### config.mk
export PLATFORM = sky130hd
export DESIGN_NAME = toeplitz_ctrl
export DESIGN_NICKNAME = d
export VERILOG_FILES = /design/src/rtl/toeplitz_ctrl.sv
export SDC_FILE = /design/constraint.sdc
export NUM_CORES = 1
export LEC_CHECK = 0
export ABC_AREA = 1
export BUFFER_PORTS_ARGS = -buffer_cell sky130_fd_sc_hd__clkbuf_2
export CAP_MARGIN = 20
export CORE_AREA = 5 5 228 230
export CTS_CLUSTER_DIAMETER = 120
export CTS_CLUSTER_SIZE = 14
export DETAILED_ROUTE_END_ITERATION = 6
export DIE_AREA = 0 0 233 235
export PLACE_DENSITY = 0.47
export SYNTH_ARGS = -nofsm -noshare
export SYNTH_HDL_FRONTEND = slang
export SYNTH_SLANG_ARGS = --single-unit
export TNS_END_PERCENT = 30
### constraint.sdc
create_clock -name clk -period 3 [get_ports clk]
set_input_delay 0.3 -clock clk [delete_from_list [all_inputs] [get_ports clk]]
set_output_delay 0.3 -clock clk [all_outputs]
set_load 0.01 [all_outputs]
### src/rtl/toeplitz_ctrl.sv
// toeplitz_ctrl: buffers one N-bit raw block, phase-aligns toeplitz_p with a
// one-cycle reset, streams the block gap-free, then captures the result.
//
// Handshakes: a beat moves on in_* when in_valid && in_ready in the same cycle;
// a result moves on out_* when out_valid && out_ready. in_ready never depends on
// in_valid, out_valid never depends on out_ready, and out_q is stable while
// out_valid is high.
module toeplitz_ctrl #(
  parameter int N       = 256,
  parameter int L       = 128,
  parameter int WIDTH   = 2,
  parameter int LAT_MAX = 8,
  parameter int CNTW    = 16
) (
  input  logic             clk,
  input  logic             reset,
  input  logic [WIDTH-1:0] in_data,
  input  logic             in_valid,
  output logic             in_ready,
  output logic             ext_reset,
  output logic [WIDTH-1:0] ext_data,
  input  logic [L-1:0]     ext_q,
  input  logic             ext_qstrobe,
  output logic [L-1:0]     out_q,
  output logic             out_valid,
  input  logic             out_ready,
  output logic [CNTW-1:0]  blk_count,
  output logic             busy,
  output logic             err,
  output logic [1:0]       dbg_state
);

  localparam int NBEATS = N / WIDTH;
  localparam int CW     = $clog2(NBEATS + LAT_MAX + 1);

  typedef enum logic [1:0] {
    S_FILL   = 2'd0,
    S_ARM    = 2'd1,
    S_STREAM = 2'd2,
    S_WAIT   = 2'd3
  } state_t;

  state_t        state;
  state_t        state_nxt;
  logic [N-1:0]  blk_buf;
  // Beat count in FILL/STREAM, elapsed-cycle count in WAIT.
  logic [CW-1:0] cnt;

  logic in_fire;
  logic full_now;
  logic slot_free;
  logic last_beat;
  logic timeout;

  assign in_fire   = in_valid && in_ready;
  // The block counts as full on the cycle its last beat is accepted, so ARM
  // follows the final fill cycle directly.
  assign full_now  = (cnt == CW'(NBEATS)) || ((cnt == CW'(NBEATS - 1)) && in_fire);
  assign slot_free = !out_valid || out_ready;
  assign last_beat = (cnt == CW'(NBEATS - 1));
  assign timeout   = (cnt == CW'(LAT_MAX - 1));

  // State register.
  always_ff @(posedge clk) begin
    if (reset) state <= S_FILL;
    else       state <= state_nxt;
  end

  // Next-state logic.
  always_comb begin
    state_nxt = state;
    case (state)
      S_FILL:   if (full_now && slot_free) state_nxt = S_ARM;
      S_ARM:    state_nxt = S_STREAM;
      S_STREAM: if (last_beat) state_nxt = S_WAIT;
      S_WAIT:   if (ext_qstrobe || timeout) state_nxt = S_FILL;
      default:  state_nxt = S_FILL;
    endcase
  end

  // Outputs decoded from state; reset forces the extractor reset and idle data.
  always_comb begin
    in_ready  = !reset && (state == S_FILL) && (cnt < CW'(NBEATS));
    ext_reset = reset || (state == S_ARM);
    ext_data  = '0;
    if (!reset && (state == S_STREAM)) ext_data = blk_buf[N-1 -: WIDTH];
    busy      = (state != S_FILL);
    dbg_state = state;
  end

  // Block buffer, counter, result register, block counter and sticky error.
  always_ff @(posedge clk) begin
    if (reset) begin
      blk_buf   <= '0;
      cnt       <= '0;
      out_q     <= '0;
      out_valid <= 1'b0;
      blk_count <= '0;
      err       <= 1'b0;
    end else begin
      if (out_valid && out_ready) out_valid <= 1'b0;
      if (ext_qstrobe && (state != S_WAIT)) err <= 1'b1;
      case (state)
        S_FILL: begin
          if (in_fire) begin
            blk_buf <= {blk_buf[N-WIDTH-1:0], in_data};
            cnt     <= cnt + CW'(1);
          end
          if (full_now && slot_free) cnt <= '0;
        end
        S_ARM: begin
          cnt <= '0;
        end
        S_STREAM: begin
          blk_buf <= {blk_buf[N-WIDTH-1:0], {WIDTH{1'b0}}};
          if (last_beat) cnt <= '0;
          else           cnt <= cnt + CW'(1);
        end
        S_WAIT: begin
          if (ext_qstrobe) begin
            out_q     <= ext_q;
            out_valid <= 1'b1;
            blk_count <= blk_count + CNTW'(1);
            blk_buf   <= '0;
            cnt       <= '0;
          end else if (timeout) begin
            err     <= 1'b1;
            blk_buf <= '0;
            cnt     <= '0;
          end else begin
            cnt <= cnt + CW'(1);
          end
        end
        default: cnt <= '0;
      endcase
    end
  end

endmodule

==> metrics.txt <==
number of global-route vias before repair 12800; CP max FO 35; clock root cell clkbuf_16; initial DRC count about 950; Tmin final 2280 ps; Setup Viol. Count Final 0; Site Rows 82; routed len/inst 13.8 µm; Slowest-stage cell, CP buf_4; library cells used by synthesis 31; Cell Area, Synth 15200 µm²; placed cell count ~2700; Synth top area share 0.541; clk_lat worst skew 550 ps; ant diodes 0; VDD IR max 0.528 mV; RePlAce Congestion 0.779; antenna-violating nets left 0; fmax roughly 0.44 GHz; met3 wire length 3.02 mm; asr flop ratio synth 0; crit-path cells inv_1 > ha_1 > nand3_4 > nor2_4 > nor2_4 > nor2_2 > nand2_8 > clkinv_4 > buf_4 > nand3_1 > a21oi_1; Power Dens Cells 601 nW/µm²; WL met2 18.2 mm; top sig layer met4; main area contributors after synthesis dfxtp_1 54%, a21oi_1 9.0%, nand3_1 8.6%; Yosys Warn Count 0; DRC viols 0; Max Transition Viols Final 0; status finished clean; Levels on crit path 11; Area growth syn-to-layout 24.4%; GR Overflow Total 0; worst setup margin 717 ps; CP Capture Point blk_buf[189]; total track usage 0.140; first-pass GRT wire length 65.4 mm; CTS buffer count 35; Die Y 235 µm; syn nets 2068; required time of the critical path 3480 ps; syn avg cell area 7.92 µm²; HP Class input pin to register; EDFF count, synth 0; sequential fraction of the synthesis area 0.541; setup_tns 0 ps; fin cells 2888; Post-Route Skew 21.0 ps; dpl ws 719 ps; vias per cell approximately 4.6; worst path bufs/invs 3; final wirelength about 40 mm; # clock sinks just over 400; IO Pins 288; core area between 40000 and 50000 µm²; CTS clk-pin slew, worst paths 70 ps; Synth Register Bits 412; initial antenna violation count 1; hpwl dp 24.0 mm; Pre-Repair DR Iteration Count 6; Rel. slew slack 0.403; Top cell by count, worst path nor2_4; Cells after Synth just under 2000; met1 WL 17.4 mm; final instance area 19000 µm²; reg2reg setup slack 720 ps; most frequent cells in the layout 412 x dfxtp_1, 304 x nand2_1, 291 x nor2_1; initial cell density of the core 0.307; CTS tree built; Tcrit/Tclk final 0.761; area leader, netlist dfxtp_1; crit-path max cell delay 380 ps; Setup crit start kind register; maxcap violations 0; commonest non-fill, non-tap cell in the layout dfxtp_1; Leakage 6.98 nW; CTS H-Tree Depth 2; largest net degree at the start of global routing 190; DR vias ~13000; Crit Path Category register to register; Nets 2358; Final Core Density 0.382; CP Data Arrival Time 2760 ps; die area around 55000 µm²; RSZ-0062 raised after global routing false; final hold vios 0; crit end category register; Worst R2R End blk_buf[189]; Primary FF master, synth dfxtp_1; layout cells sized above 1 0.164; Max clock buf depth 3; Die Wd 233 µm; R2R Path Start dbg_state[0]; crit-path leading delay family buffers and inverters; reg2reg path depth 11; CP startpoint dbg_state[0]; DP Area 17000 µm²; Port Buffer Count roughly 290; Worst-Margin Slew 895 ps; CTS resizes 0
worst register-to-register path, cell delays in order (launching register included):
cell and delay [ps]:
dfxtp_1 340, inv_1 140, ha_1 260, nand3_4 110
nor2_4 130, nor2_4 50, nor2_2 190, nand2_8 100
clkinv_4 220, buf_4 400, nand3_1 160, a21oi_1 130
logic make-up after synthesis:
logic type	Yosys count	share of synthesized area
and+or+nand+nor	890	0.249
DFF	412	0.541
buffers and inverters	195	0.0638
xor gates and xnor gates	3	0.00172
adders and majority gates	8	0.00657
AOI/OAI and AO/OA	417	0.138
area by class of cell:
type / instances / area, µm²
Clock buffer: 35 / 876
Clock inverter: 3 / 41.3
Fill cell: 5172 / 30700
Inverter: 36 / 146
Multi-Input combinational cell: 1318 / 6050
Sequential cell: 412 / 8250
Tap cell: 672 / 841
Timing Repair Buffer: 412 / 2770
sequential cells by signal, indices dropped and copies added, names as in the netlist:
signal     flops
dbg_state      2
out_q        128
cnt            8
blk_buf      256
out_valid      1
blk_count     16
err            1
worst min-delay path by stage:
stage / slack, ps / to / cells past startpoint / startpoint
3_3_place_gp: 450 / blk_buf[157] / 2 / blk_buf[157]
3_5_place_dp: 460 / blk_buf[122] / 2 / blk_buf[122]
5_1_grt: 20 / out_q[22] / 3 / ext_q[22]
4_1_cts: 0.2 / out_q[52] / 3 / ext_q[52]
6_report: 30 / out_q[52] / 3 / ext_q[52]
2_1_floorplan: 440 / blk_buf[255] / 2 / blk_buf[255]
synth_stat cells, drive strengths merged, types with 3 or more instances:
cell type and instances:
xor2 3, nand3 273, clkinv 3, o21ai 139, inv 33, dfxtp 412
nor3 6, buf 80, nand2 306, clkbuf 79, nor2 294, a21oi 275
nand4 6, ha 8
routing by layer:
| metal | GRT usage | vias up |
|---|---|---|
| met5 | 0 | - |
| met4 | 0.0467 | 0 |
| met3 | 0.0481 | 65 |
| met2 | 0.223 | 303 |
| met1 | 0.178 | 6108 |
| li1 | - | 6925 |
where the power goes:
part           switching [mW]  internal [mW]  leakage, nW
sequential             0.0291           5.50         3.32
clock                    1.97           2.09        0.450
combinational            1.32          0.495         3.21
total                    3.32           8.09         6.98
timing repair:
item	CTS	global route
endpoints found under the hold margin	108	0
hold buffers	108	0
setup buffers	0	0
stage by stage:
stage | power [mW] | hold WS, ps
2_1_floorplan | 7.14 | 439
3_3_place_gp | 7.38 | 452
3_5_place_dp | 7.38 | 456
4_1_cts | 11.6 | 0.214
5_1_grt | 12.0 | 19.7
6_report | 11.4 | 30.6
Note: power is estimated with default switching activity, not from simulation.
